[config.mk]
export PLATFORM = sky130hd
export DESIGN_NAME = ram_access_unit
export DESIGN_NICKNAME = d
export VERILOG_FILES = /design/src/rtl/mem_pkg.sv /design/src/rtl/ram_access_unit.sv
export SDC_FILE = /design/constraint.sdc
export NUM_CORES = 1
export LEC_CHECK = 0
export BUFFER_PORTS_ARGS = -buffer_cell sky130_fd_sc_hd__buf_2
export CAP_MARGIN = 5
export CORE_ASPECT_RATIO = 1.25
export CORE_MARGIN = 3
export CORE_UTILIZATION = 25
export CTS_BUF_LIST = sky130_fd_sc_hd__clkbuf_16
export DETAILED_ROUTE_END_ITERATION = 7
export GPL_TIMING_DRIVEN = 0
export PLACE_DENSITY = 0.62
export SYNTH_ARGS = -nofsm -noshare
export SYNTH_HDL_FRONTEND = slang
export SYNTH_SLANG_ARGS = --single-unit
[constraint.sdc]
create_clock -name clk -period 5.65 [get_ports clk]
set_clock_uncertainty 0.15 [all_clocks]
set_input_delay 1.4125 -clock clk [delete_from_list [all_inputs] [get_ports clk]]
set_output_delay 1.4125 -clock clk [all_outputs]
set_load 0.02 [all_outputs]
[src/rtl/mem_pkg.sv]
// Shared load/store helpers for the RAM access unit: size encoding, byte-lane masks,
// store data replication and load alignment/extension.
package mem_pkg;

    typedef enum logic [1:0] {
        MEM_BYTE = 2'd0,
        MEM_HALF = 2'd1,
        MEM_WORD = 2'd2,
        MEM_RSVD = 2'd3
    } mem_size_e;

    function automatic logic [3:0] lane_mask(mem_size_e size, logic [1:0] off);
        case (size)
            MEM_BYTE: return 4'b0001 << off;
            MEM_HALF: return 4'b0011 << off;
            MEM_WORD: return 4'b1111;
            default:  return 4'b0000;
        endcase
    endfunction

    function automatic logic [31:0] store_replicate(mem_size_e size, logic [31:0] data);
        case (size)
            MEM_BYTE: return {4{data[7:0]}};
            MEM_HALF: return {2{data[15:0]}};
            default:  return data;
        endcase
    endfunction

    // The RAM returns the whole word; the addressed lane is shifted down to bit 0.
    function automatic logic [31:0] load_extend(mem_size_e size, logic is_unsigned,
                                                logic [1:0] off, logic [31:0] word);
        logic [31:0] w_shifted;
        w_shifted = word >> {off, 3'b000};
        case (size)
            MEM_BYTE: return is_unsigned ? {24'h0, w_shifted[7:0]}
                                         : {{24{w_shifted[7]}}, w_shifted[7:0]};
            MEM_HALF: return is_unsigned ? {16'h0, w_shifted[15:0]}
                                         : {{16{w_shifted[15]}}, w_shifted[15:0]};
            default:  return word;
        endcase
    endfunction

endpackage

[src/rtl/ram_access_unit.sv]
// Byte-addressed load/store front end for a single-port word RAM with a one-cycle
// registered read; each access runs IDLE -> DATA -> RESP and returns one buffered response.
module ram_access_unit
    import mem_pkg::*;
#(
    parameter int ADDR_BITS = 10
) (
    input  logic                 clk,
    input  logic                 rst_n,
    input  logic                 req_valid,
    output logic                 req_ready,
    input  logic                 req_wr,
    input  logic [1:0]           req_size,
    input  logic                 req_unsigned,
    input  logic [31:0]          req_addr,
    input  logic [31:0]          req_wdata,
    output logic                 rsp_valid,
    input  logic                 rsp_ready,
    output logic [31:0]          rsp_rdata,
    output logic                 rsp_err,
    output logic                 ram_wr,
    output logic [3:0]           ram_wr_mask,
    output logic [ADDR_BITS-1:0] ram_addr,
    output logic [31:0]          ram_wdata,
    input  logic [31:0]          ram_rdata
);

    typedef enum logic [1:0] {
        S_IDLE = 2'd0,
        S_DATA = 2'd1,
        S_RESP = 2'd2
    } state_e;

    state_e      r_state;
    mem_size_e   r_size;
    logic        r_unsigned;
    logic [1:0]  r_off;
    logic        r_err;
    logic        r_wr;
    logic        r_rsp_valid;
    logic [31:0] r_rsp_rdata;
    logic        r_rsp_err;

    mem_size_e   w_size;
    logic        w_err;
    logic        w_out_of_range;
    logic        w_misaligned;
    logic        w_accept;

    assign w_size         = mem_size_e'(req_size);
    assign w_out_of_range = (req_addr[31:ADDR_BITS+2] != '0);
    assign w_misaligned   = ((w_size == MEM_HALF) && req_addr[0]) ||
                            ((w_size == MEM_WORD) && (req_addr[1:0] != 2'b00));
    assign w_err          = (w_size == MEM_RSVD) || w_misaligned || w_out_of_range;

    assign req_ready = (r_state == S_IDLE) && rst_n;
    assign w_accept  = req_valid && req_ready;

    // The RAM samples address/write on the accept edge, so these are driven straight from the request.
    assign ram_addr    = req_addr[ADDR_BITS+1:2];
    assign ram_wr      = w_accept && req_wr && !w_err;
    assign ram_wr_mask = w_err ? 4'b0000 : lane_mask(w_size, req_addr[1:0]);
    assign ram_wdata   = store_replicate(w_size, req_wdata);

    assign rsp_valid = r_rsp_valid;
    assign rsp_rdata = r_rsp_rdata;
    assign rsp_err   = r_rsp_err;

    always_ff @(posedge clk) begin
        if (!rst_n) begin
            r_state     <= S_IDLE;
            r_rsp_valid <= 1'b0;
            r_rsp_rdata <= 32'h0;
            r_rsp_err   <= 1'b0;
        end else begin
            case (r_state)
                S_IDLE: begin
                    if (w_accept) begin
                        r_state    <= S_DATA;
                        r_size     <= w_size;
                        r_unsigned <= req_unsigned;
                        r_off      <= req_addr[1:0];
                        r_err      <= w_err;
                        r_wr       <= req_wr;
                    end
                end
                S_DATA: begin
                    r_rsp_rdata <= (!r_wr && !r_err) ? load_extend(r_size, r_unsigned, r_off, ram_rdata)
                                                     : 32'h0;
                    r_rsp_err   <= r_err;
                    r_rsp_valid <= 1'b1;
                    r_state     <= S_RESP;
                end
                S_RESP: begin
                    if (rsp_ready) begin
                        r_rsp_valid <= 1'b0;
                        r_state     <= S_IDLE;
                    end
                end
                default: r_state <= S_IDLE;
            endcase
        end
    end

endmodule

======== Word-level counts from Yosys, hierarchy flattened ========
Index checks and enable logic that the tools add are counted.
word-level totals
  flip-flop bits (word level) ............. 43
  input bits .............................. 104
  output and inout bits ................... 82
  word-level logic and storage cells ...... 54
cells by class
  equal/unequal tests ..................... 8
  shift operators ......................... 3
  mux-type cells .......................... 12
  reductions and logical operators ........ 22
operators by type and width
  kind                 number
  $pmux 32 s2          2
  $mux 32              3
  $shr 32x5->16        1
  $reduce_bool 20->1   1
  $pmux 4 s3           1
  $logic_and 1x1->1    7
  $eq 2x1->1 const B   3
  $eq 2x2->1 const B   3
  $logic_not 2->1      3
  $pmux 2 s3           1
  $mux 2               2
  $mux 4               1
  $ne 2x2->1 const B   2
  $reduce_and 2->1     2
  $reduce_bool 2->1    2
  $shl 1x2->4 const A  1
  $shl 2x2->4 const A  1
  $logic_not 1->1      3
  $logic_or 1x1->1     3
  $reduce_and 3->1     1
  $pmux 1 s2           1
  $mux 1               1

======== Logic depth before layout (Yosys ltp) ========
  depth in word-level cells ............... 7
  depth in mapped cells ................... 7
  gate-level depth less buffers ........... 4

======== Least setup slack after synthesis ========
No wires, ideal clock.
  kind .................................... input to output
  from .................................... in req_addr[26]
  to ...................................... out ram_wr_mask[0]
  data arrival time ....................... 3.006 ns
  required time ........................... 4.088 ns
  slack ................................... 1.081 ns
  stages on the path ...................... 4
  path buffers ............................ 0
  path through ............................ nor4_1 and3_1 nand3_1 a2111oi_0
on the way
  word-level cells in the longest chain between the ends .. 3
RTL lines
  item                RTL line               source
  start: declaration  ram_access_unit.sv:15  input logic [31:0] req_addr,
  $reduce_bool 20->1  ram_access_unit.sv:51  assign w_out_of_range = (req_addr[31:ADDR_BITS+2] != '0);
  $logic_or 1x1->1    ram_access_unit.sv:54  assign w_err = (w_size == MEM_RSVD) || w_misaligned || w_out_of_range;
  $mux 4              ram_access_unit.sv:62  assign ram_wr_mask = w_err ? 4'b0000 : lane_mask(w_size, req_addr[1:0]);
  end: declaration    ram_access_unit.sv:22  output logic [3:0] ram_wr_mask,
Every way passes these cells.

======== Worst setup path after layout ========
  from .................................... in req_size[0]
  to ...................................... out ram_wdata[25]
on the way
  word-level cells in the longest chain between the ends .. 2
  elaborated cells on any way between the ends .. 3
  those cells by class .................... eq/ne (1); mux (1); reduce/logical (1)
RTL lines
  item                                                  RTL line               source
  start: declaration                                    ram_access_unit.sv:13  input logic [1:0] req_size,
  $eq 2x1->1 / $logic_not 2->1 (equally long branches)  mem_pkg.sv:22          case (size)
  $pmux 32 s2 (*)                                       mem_pkg.sv:22
  end: declaration                                      ram_access_unit.sv:24  output logic [31:0] ram_wdata,
Mark *: on every way between the ends. The rest lies on a longest branch, timed or not.

==> key figures <==
Place
  – PortBufs: about 180
  – HPWL after detailed placement: 7600 µm
  – Post-Place Cells: approximately 590
  – Routability Congestion: between 0.8 and 0.9

Final layout
  – N_diodes: 0
  – Fillers: between 1000 and 1500
  – Layout area overhead: 46.9%
  – Final nets: 567
  – Post-Layout Cell Count: approximately 600
  – Share of layout cells above drive strength 1: 0.522

Clock tree
  – Post-CTS setup buffers: 0
  – Hold-fix buffers, CTS: 0
  – Clock Path Buffers: 2
  – Skew-Pair Late Insertion Delay: between 200 and 300 ps
  – Post-CTS sizing: 0
  – Clock Sinks: 43
  – Cts bufs inserted: 5
  – Worst-path clk slew: ~60 ps
  – CTS tree: built
  – H-tree levels: 2
  – Root buffer cell: clkbuf_16

Detailed routing
  – Vias/cell: slightly below 5
  – Via count: 2867
  – Iter 0 DRT Violations: between 80 and 90
  – DR DRC count: 0
  – Router iterations before antenna repair: 4
  – Post-route ant nets: 0
  – Drt total wl: 9030 µm
  – Routed len/inst: approximately 15 µm

Timing
  – Measured slew at the worst slew-check pin: 696 ps
  – Final hold violation count: 0
  – Hold Slack: about 300 ps
  – Final Max Slew Viols: 0
  – Max_slew headroom: 0.534
  – Post-layout min period: between 4000 and 5000 ps
  – Setup TNS: 0 ps
  – Fmax: around 220 MHz
  – RSZ-0062 raised after global routing: no
  – Setup violations, final: 0
  – Tcrit/Tclk final: 0.804

Floorplan
  – Rows: between 40 and 50
  – Die Y: between 100 and 150 µm
  – Starting Density: 0.256
  – Die width: 97.3 µm
  – CORE AREA: between 10000 and 15000 µm²
  – Die Area: about 12000 µm²
  – I/O pins: between 150 and 200

Global route
  – Number of global-route vias before repair: 2862
  – First-pass GRT wire length: ~14000 µm
  – Global route overflow: 0
  – Initial antenna violation count: 1
  – Largest net degree at the start of global routing: 14
  – Gr usage total: 0.149

Critical path
  – Startpoint Class: input port
  – Crit path top cell by count: buf_2
  – Worst-path cell with the longest stage delay: buf_1
  – Worst EP required: about 4100 ps
  – CP max stage delay: approximately 540 ps
  – Kind of critical path: in2out
  – Data arrival time at the worst-slack endpoint: 2980 ps
  – Endpoint class of the critical path: output port
  – Cell chain of the critical path: buf_2 -> clkbuf_1 -> buf_1 -> mux2i_1 -> o21ai_0 -> buf_2
  – CP max FO: 10

Hold path
  – Hold crit path type: reg2reg

Synth
  – Synth top area share: 0.277
  – Dominant cells by area after synthesis: dfxtp_1 (28%), edfxtp_1 (8.1%), mux2i_1 (6.9%)
  – EDFF count, synth: 7
  – Async set-reset flop share out of synthesis: 0
  – Synth Cell Area: between 2000 and 3000 µm²
  – Count leader, synth: dfxtp_1
  – Synthesized area per cell: approximately 9 µm²
  – Distinct cells, synth: 43
  – Dominant synthesized flop cell: dfxtp_1
  – Yosys reg bits: 43
  – Syn Nets: between 300 and 400
  – Seq/Total Area, Yosys: 0.357
  – Synth warn: 0
  – Synth top cells by count: dfxtp_1 (36), nand2_1 (34), o21ai_0 (27)
  – Syn Inst Count: between 200 and 300
  – Synth area leader: dfxtp_1

Power
  – Cell Pwr Density: 223 nW/µm²
  – Static leakage: 1.85 nW
  – VDD IR-drop max: between 0.1 and 0.15 mV

Run
  – Max Cap Viol: 0

Run status
  – Outcome: finished, final reports clean
-- through the flow --
stage	total power, mW	setup slack, ps	util	cell area (µm²)
floorplan	0.431	1080	-	2610
global placement	0.509	1050	0.359	3640
detailed placement	0.511	1050	0.359	3640
CTS	0.865	1040	0.377	3830
global route	0.894	968	0.377	3830
finish	0.855	1110	0.377	3830
-- cells by family (layout without fill, tap and decap cells) --
| logic type | Yosys count | after routing | share of synthesized area |
|---|---|---|---|
| compound gates | 81 | 81 | 0.240 |
| simple gates | 80 | 80 | 0.158 |
| flops | 43 | 43 | 0.357 |
| buf+inv | 41 | 224 | 0.0932 |
| mux | 35 | 35 | 0.148 |
| xor+xnor | 1 | 1 | 0.00336 |
-- worst max-delay path, delay by kind of cell --
kind | cells | cell delay (ps)
buffers and inverters | 4 | 1110
AOI/OAI and AO/OA | 1 | 320
muxes | 1 | 150
-- cell type report --
cell class / count / area (µm²) / share of cell area
sequential: 43 / 931 / 0.243
buffer: 40 / 239 / 0.0625
timing repair buffer: 175 / 876 / 0.229
clock inverter: 2 / 33.8 / 0.00883
multi-input combinational: 197 / 1430 / 0.374
clock buffer: 6 / 150 / 0.0392
tap: 129 / 161 / 0.0422
inverter: 1 / 3.75 / 0.000981
-- power by group --
part | switching, mW | total, mW | internal [mW] | leakage [nW]
registers | 0.00434 | 0.322 | 0.318 | 0.354
logic | 0.102 | 0.181 | 0.0792 | 1.40
clock network | 0.118 | 0.351 | 0.234 | 0.0934
-- per-layer routing --
metal | track usage | vias up | wire [µm]
met1 | 0.162 | 1283 | 3510
met2 | 0.280 | 166 | 4560
met3 | 0.0413 | 13 | 806
li1 | - | 1403 | -
met4 | 0.0459 | 2 | 146
met5 | 0 | - | 12
-- flip-flops by register name, summed over array words and instances, names as in the netlist --
signal      flops
r_unsigned      1
rsp_valid       1
r_state         2
r_wr            1
r_err           1
r_off           2
r_size          2
rsp_rdata      32
rsp_err         1
-- path summary, 6_finish.rpt --
check / start / endpoint / slack (ps) / depth (start not counted)
setup / recovery: req_size[0] / ram_wdata[25] / 1110 / 6
hold / removal: rsp_rdata[0]$_SDFFE_PN0P_ / rsp_rdata[0]$_SDFFE_PN0P_ / 300 / 2
setup reg to reg: r_off[1]$_DFFE_PP_ / rsp_rdata[24]$_SDFFE_PN0P_ / 3440 / 6
hold reg to reg: rsp_rdata[0]$_SDFFE_PN0P_ / rsp_rdata[0]$_SDFFE_PN0P_ / 300 / 2
-- layout by cell type, fill, tap and decap left out, drive strengths merged --
cell type	Yosys	layout
mux4	1	1
inv	1	2
edfxtp	7	7
and3	3	3
dfxtp	36	36
a21oi	10	10
clkbuf	13	19
nor3	4	4
bufinv	0	1
nor4	5	5
or4b	1	1
a221oi	1	1
nor3b	1	1
o2bb2ai	8	8
or3	1	1
a21boi	1	1
a2111oi	2	2
mux2i	18	18
nor2	8	8
or2	1	1
a32o	7	7
a221o	16	16
nand3	1	1
nor4b	2	2
nand3b	1	1
a2bb2oi	1	1
nand2	34	34
o21ai	27	27
a22oi	8	8
xor2	1	1
mux2	16	16
nand2b	8	8
nor2b	5	5
and2	4	4
buf	27	202
and2b	1	1
(Power assumes the default switching activity.)
